`src/rtl/dmem_arbiter.sv`:
```
// Two-requester (pipeline / debug) arbiter and sequencer for the single-port data memory.
// Optional ALIGN_CHECK_EN adds p_err/d_err and short-circuits misaligned accesses.
module dmem_arbiter #(
  parameter int LATENCY    = 2,
  parameter int MAX_STREAK = 4
) (
  input  logic        clk,
  input  logic        reset,
  input  logic        p_req,
  input  logic        p_we,
  input  logic [63:0] p_addr,
  input  logic [63:0] p_wdata,
  output logic [63:0] p_rdata,
  output logic        p_done,
  output logic        p_stall,
  input  logic        d_req,
  input  logic        d_we,
  input  logic [63:0] d_addr,
  input  logic [63:0] d_wdata,
  output logic [63:0] d_rdata,
  output logic        d_done,
  output logic [63:0] mem_addr,
  output logic        mem_re,
  output logic        mem_we,
  output logic [63:0] mem_wdata,
  input  logic [63:0] mem_rdata,
`ifdef ALIGN_CHECK_EN
  output logic        p_err,
  output logic        d_err,
`endif
  output logic        busy
);
  localparam int CW = (LATENCY > 1) ? $clog2(LATENCY) : 1;
  localparam int SW = $clog2(MAX_STREAK + 1);

  typedef enum logic [1:0] {IDLE, ACCESS, DONE} state_t;

  state_t        state, state_nxt;
  logic [CW-1:0] cnt, cnt_nxt;
  logic [SW-1:0] streak;
  logic          owner;              // 1 = debug owns the current access
  logic          lat_we;
  logic [63:0]   lat_addr, lat_wdata;
  logic          any_req, pick_d, sel_we, misal;
  logic [63:0]   sel_addr, sel_wdata;

  // Debug wins alone, or when the pipeline has used up its streak.
  assign any_req   = p_req | d_req;
  assign pick_d    = d_req & (~p_req | (streak == SW'(MAX_STREAK)));
  assign sel_we    = pick_d ? d_we    : p_we;
  assign sel_addr  = pick_d ? d_addr  : p_addr;
  assign sel_wdata = pick_d ? d_wdata : p_wdata;
`ifdef ALIGN_CHECK_EN
  assign misal = |sel_addr[2:0];
`else
  assign misal = 1'b0;
`endif

  always_comb begin
    state_nxt = state;
    cnt_nxt   = cnt;
    case (state)
      IDLE: if (any_req) begin
        state_nxt = misal ? DONE : ACCESS;
        cnt_nxt   = CW'(LATENCY - 1);
      end
      ACCESS: begin
        if (cnt == '0) state_nxt = DONE;
        else           cnt_nxt   = cnt - CW'(1);
      end
      DONE:    state_nxt = IDLE;
      default: state_nxt = IDLE;
    endcase
  end

  always_ff @(posedge clk) begin
    if (reset) begin
      state <= IDLE;
      cnt   <= '0;
    end else begin
      state <= state_nxt;
      cnt   <= cnt_nxt;
    end
  end

  always_ff @(posedge clk) begin
    if (reset) begin
      streak    <= '0;
      owner     <= 1'b0;
      lat_we    <= 1'b0;
      lat_addr  <= '0;
      lat_wdata <= '0;
    end else if (state == IDLE) begin
      if (!d_req)
        streak <= '0;
      else if (p_req && !pick_d)
        streak <= (streak == SW'(MAX_STREAK)) ? streak : streak + SW'(1);
      else
        streak <= '0;
      if (any_req) begin
        owner     <= pick_d;
        lat_we    <= sel_we;
        lat_addr  <= sel_addr;
        lat_wdata <= sel_wdata;
      end
    end
  end

  // Load data lands on the final access cycle; a misaligned grant zeroes the owner's register.
  always_ff @(posedge clk) begin
    if (reset) begin
      p_rdata <= '0;
      d_rdata <= '0;
    end else if (state == ACCESS && cnt == '0 && !lat_we) begin
      if (owner) d_rdata <= mem_rdata;
      else       p_rdata <= mem_rdata;
    end else if (state == IDLE && any_req && misal) begin
      if (pick_d) d_rdata <= '0;
      else        p_rdata <= '0;
    end
  end

`ifdef ALIGN_CHECK_EN
  logic err_r;
  always_ff @(posedge clk) begin
    if (reset)                         err_r <= 1'b0;
    else if (state == IDLE && any_req) err_r <= misal;
  end
  assign p_err = (state == DONE) & ~owner & err_r;
  assign d_err = (state == DONE) &  owner & err_r;
`endif

  assign mem_addr  = lat_addr;
  assign mem_wdata = lat_wdata;
  assign mem_re    = (state == ACCESS) & ~lat_we;
  assign mem_we    = (state == ACCESS) & lat_we & (cnt == '0);
  assign p_done    = (state == DONE) & ~owner;
  assign d_done    = (state == DONE) &  owner;
  assign busy      = (state != IDLE);
  assign p_stall   = p_req & ~p_done;

endmodule

```
`config.mk`:
```
export PLATFORM = sky130hd
export DESIGN_NAME = dmem_arbiter
export DESIGN_NICKNAME = d
export VERILOG_FILES = /design/src/rtl/dmem_arbiter.sv
export SDC_FILE = /design/constraint.sdc
export NUM_CORES = 1
export LEC_CHECK = 0
export CAP_MARGIN = 20
export CELL_PAD_IN_SITES_DETAIL_PLACEMENT = 1
export CELL_PAD_IN_SITES_GLOBAL_PLACEMENT = 2
export CORE_AREA = 2 2 226 228
export DETAILED_ROUTE_END_ITERATION = 10
export DIE_AREA = 0 0 228 230
export DONT_BUFFER_PORTS = 1
export GPL_ROUTABILITY_DRIVEN = 0
export PLACE_DENSITY = 0.61
export SYNTH_ARGS = -nofsm -noshare
export SYNTH_HDL_FRONTEND = slang
export SYNTH_SLANG_ARGS = --single-unit
```
`constraint.sdc`:
```
create_clock -name clk -period 2 [get_ports clk]
set_clock_uncertainty 0.2 [all_clocks]
set_input_delay 0.4 -clock clk [delete_from_list [all_inputs] [get_ports clk]]
set_output_delay 0.4 -clock clk [all_outputs]
set_load 0.01 [all_outputs]
```
==> reports/results.tsv <==
stage	metric	value	unit
status	outcome	finished, violations left	
status	failing checks	hold timing, setup timing	
place	dpl cells	1887	
sta	final setup TNS	-0.272	ns
power	worst vdd ir	0.000592	V
setup_path	R2R Setup Slk	0	ns
sta	slew margin rel.	0.406	
setup_path	reg2reg start	streak[0]	
min_path	hold path endpoint	mem_wdata[61]	
drt	met3 WL	6090	um
logic_synthesis	Avg Cell Area, Syn	9.47	sq um
sta	Setup violations, final	4	
logic_synthesis	number of synthesized register bits	264	
power	Tot Pwr	15.4	mW
power	Switch Pwr	4.80	mW
global_route	first-pass GRT wire length	88100	um
cells_and_area	post-layout instance area	0.0203	sq mm
clock_network	maximum clock path buffer count	3	
drt	initial drt markers	726	
logic_synthesis	dominant register cell in the synthesized netlist	dfxtp_1	
drt	Pre-antenna DRT Iters	5	
clock_network	H-tree levels	1	
sta	f_max	478	MHz
sta	Fin. Hold Viols	135	
power	Switching Share	0.312	
sta	RSZ-0062 raised after global routing	yes	
power	logic gate share of total power	0.212	
logic_synthesis	FFs w/ async S/R, synth	0	
setup_path	Setup CP Type	flop to output pin	
floorplan	Initial Utilization	0.250	
drt	met1 WL	23700	um
global_route	aggregate global routing overflow	0	
cells_and_area	Post-layout nets	1873	
global_route	largest net degree at the start of global routing	329	
logic_synthesis	EDFF count, synth	0	
logic_synthesis	most common cell in the netlist	dfxtp_1	
logic_synthesis	Syn. warnings	0	
power	Leakage	6.27	nW
cells_and_area	share of cells above drive strength 1	0.234	
sta	WHS	-0.174	ns
min_path	HP Class	primary input to flop	
power	clock group share of total power	0.375	
global_route	All-Layer GR Usage	0.213	
sta	Final Cycle Share	1.05	
drt	DR top layer	met5	
drt	via count	12488	
drt	Remaining DRCs	0	
drt	Via density	5.57	
clock_network	Worst-path clk slew	0.06	ns
place	post-DP HPWL	33200	um
drt	met2 wire len	31200	um
logic_synthesis	post-synthesis sequential area ratio	0.424	
floorplan	die height	230	um
place	Place WS	-0.173	ns
setup_path	CP arrival	1.49	ns
floorplan	Top Ports	588	
setup_path	CP required	1.40	ns
setup_path	critical path launch point type	flop	
setup_path	r2r endpoint	mem_addr[29]	
logic_synthesis	biggest area consumer among synthesized cells	dfxtp_1	
setup_path	worst-path maximum fanout	4	
sta	Final Worst Setup Slack	-0.0926	ns
cells_and_area	final cell count without fillers	2243	
power	power density over cell area	761	mW/mm^2
floorplan	row count	82	
min_path	Hold Startpoint	reset	
clock_network	clk sink count	264	
logic_synthesis	syn_nets	1645	
place	IO Port Bufs	0	
floorplan	Core Area	0.0499	sq mm
logic_synthesis	Synth top area share	0.424	
drt	Post-DRT Antenna Nets	0	
job	maxcap violations	0	
place	Cell Area, Placed	0.0134	sq mm
clock_network	clock root buffer	clkbuf_16	
min_path	hold path cells	1	
setup_path	R2R depth	7	
cells_and_area	final core occ	0.406	
logic_synthesis	Unique masters post-synth	30	
logic_synthesis	largest cells by area after synthesis	dfxtp_1 42%, mux2i_1 10%, nand2b_1 9.7%	
sta	Final Critical Period	2.09	ns
logic_synthesis	commonest cells in the netlist	264 x dfxtp_1, 193 x nand2b_1, 139 x clkbuf_1, 135 x a21oi_1	
floorplan	Die X	228	um
logic_synthesis	Post-Synthesis Cells	1317	
global_route	vias in the first global route	13177	
clock_network	CTS tree	built	
sta	Slew Limit Fails	0	
drt	final wirelength	62700	um
global_route	initial antenna violation count	6	
logic_synthesis	Cell Area, Synth	0.0125	sq mm
setup_path	Crit. End Element	output pin	
clock_network	clock insertion delay at the later pin of the skew report	0.57	ns
power	sequential power share	0.413	
cells_and_area	Area growth syn-to-layout	62.4	%
drt	routed length per placed instance	28.0	um
power	internal power	10.6	mW
clock_network	CTS Buf Count	31	
clock_network	hold buffer count at CTS	258	
sta	Tightest Pin Transition	0.890	ns
floorplan	DIE AREA	0.0524	sq mm
==> power groups by stage <==
stage / sequential, mW / combinational [mW] / clock (mW)
finish: 6.36 / 3.27 / 5.78
global route: 6.39 / 3.50 / 6.13
CTS: 6.34 / 2.54 / 5.89
detailed placement: 6.45 / 1.87 / 0
global placement: 6.46 / 1.83 / 0
floorplan: 6.24 / 1.46 / 0
==> critical path: stages, from the launching register on <==
cell     delay (ns)
dfxtp_4        0.38
buf_6          0.10
nor3b_4        0.25
buf_6          0.15
nor2b_4        0.04
==> worst max path at each step <==
stage / from / to / slack, ns / cells after the start
after floorplan: streak[0] / mem_addr[0] / 0.07 / 7
after global routing: state[1] / p_stall / -0.15 / 4
after detailed placement: streak[0] / mem_addr[40] / -0.17 / 7
after global placement: streak[0] / mem_addr[57] / -0.17 / 6
after CTS: state[0] / p_stall / -0.14 / 4
final: state[1] / p_stall / -0.09 / 4
==> repair_timing <==
action | 4_1_cts | 5_1_grt
buffers inserted | 4 | 18
endpoints found under the hold margin | 264 | 135
setup endpoints to repair | 103 | 143
gates resized for setup | 276 | 192
pin swaps | 5 | 56
gates cloned | 4 | 17
==> cell type report <==
| class | instances | area [sq um] |
|---|---|---|
| Antenna cell | 3 | 7.51 |
| Timing Repair Buffer | 372 | 4140 |
| Tap cell | 672 | 841 |
| Clock inverter | 12 | 123 |
| Clock buffer | 44 | 885 |
| Fill cell | 5299 | 29600 |
| Inverter | 3 | 23.8 |
| Sequential cell | 264 | 5300 |
| Multi-Input combinational cell | 871 | 8920 |
| Timing Repair inverter | 2 | 17.5 |
==> layout by cell type, fill, tap and decap left out, types with 2 or more instances in the layout <==
cell type,instances
a2111oi_2,27
nand2_1,5
buf_4,57
clkbuf_8,6
buf_12,17
dfxtp_4,2
buf_6,14
nor4_1,117
dfxtp_1,260
inv_2,2
clkbuf_16,43
diode_2,3
buf_16,10
a21oi_1,135
nor4b_1,88
clkbuf_1,7
a2111oi_4,101
nand2b_1,192
mux2i_1,128
nor2_4,2
buf_8,4
dfxtp_2,2
dlygate4sd3_1,258
inv_6,3
clkinv_2,6
bufinv_16,2
clkinvlp_4,2
nand4_1,2
nor4b_2,41
nor4_2,13
==> kinds of logic (layout without fill, tap and decap cells) <==
kind of cell | Yosys count | after routing | synth area share
compound gates | 268 | 268 | 0.147
fa+ha+maj | 2 | 2 | 0.00201
buf+inv | 182 | 433 | 0.0617
flops | 264 | 264 | 0.424
mux | 128 | 128 | 0.103
other cells | 0 | 3 | 0
simple gates | 473 | 473 | 0.263
==> registers in the layout (all words and copies together), names as in the netlist <==
| name | count |
|---|---|
| mem_addr | 64 |
| cnt | 1 |
| p_rdata | 64 |
| streak | 3 |
| mem_wdata | 64 |
| d_rdata | 64 |
| lat_we | 1 |
| state | 2 |
| owner | 1 |
==> routing by layer <==
layer,vias up,track usage
met3,99,0.0920
met4,6,0.0668
li1,5531,-
met2,504,0.368
met5,-,0
met1,6348,0.236
(Power assumes the default switching activity.)
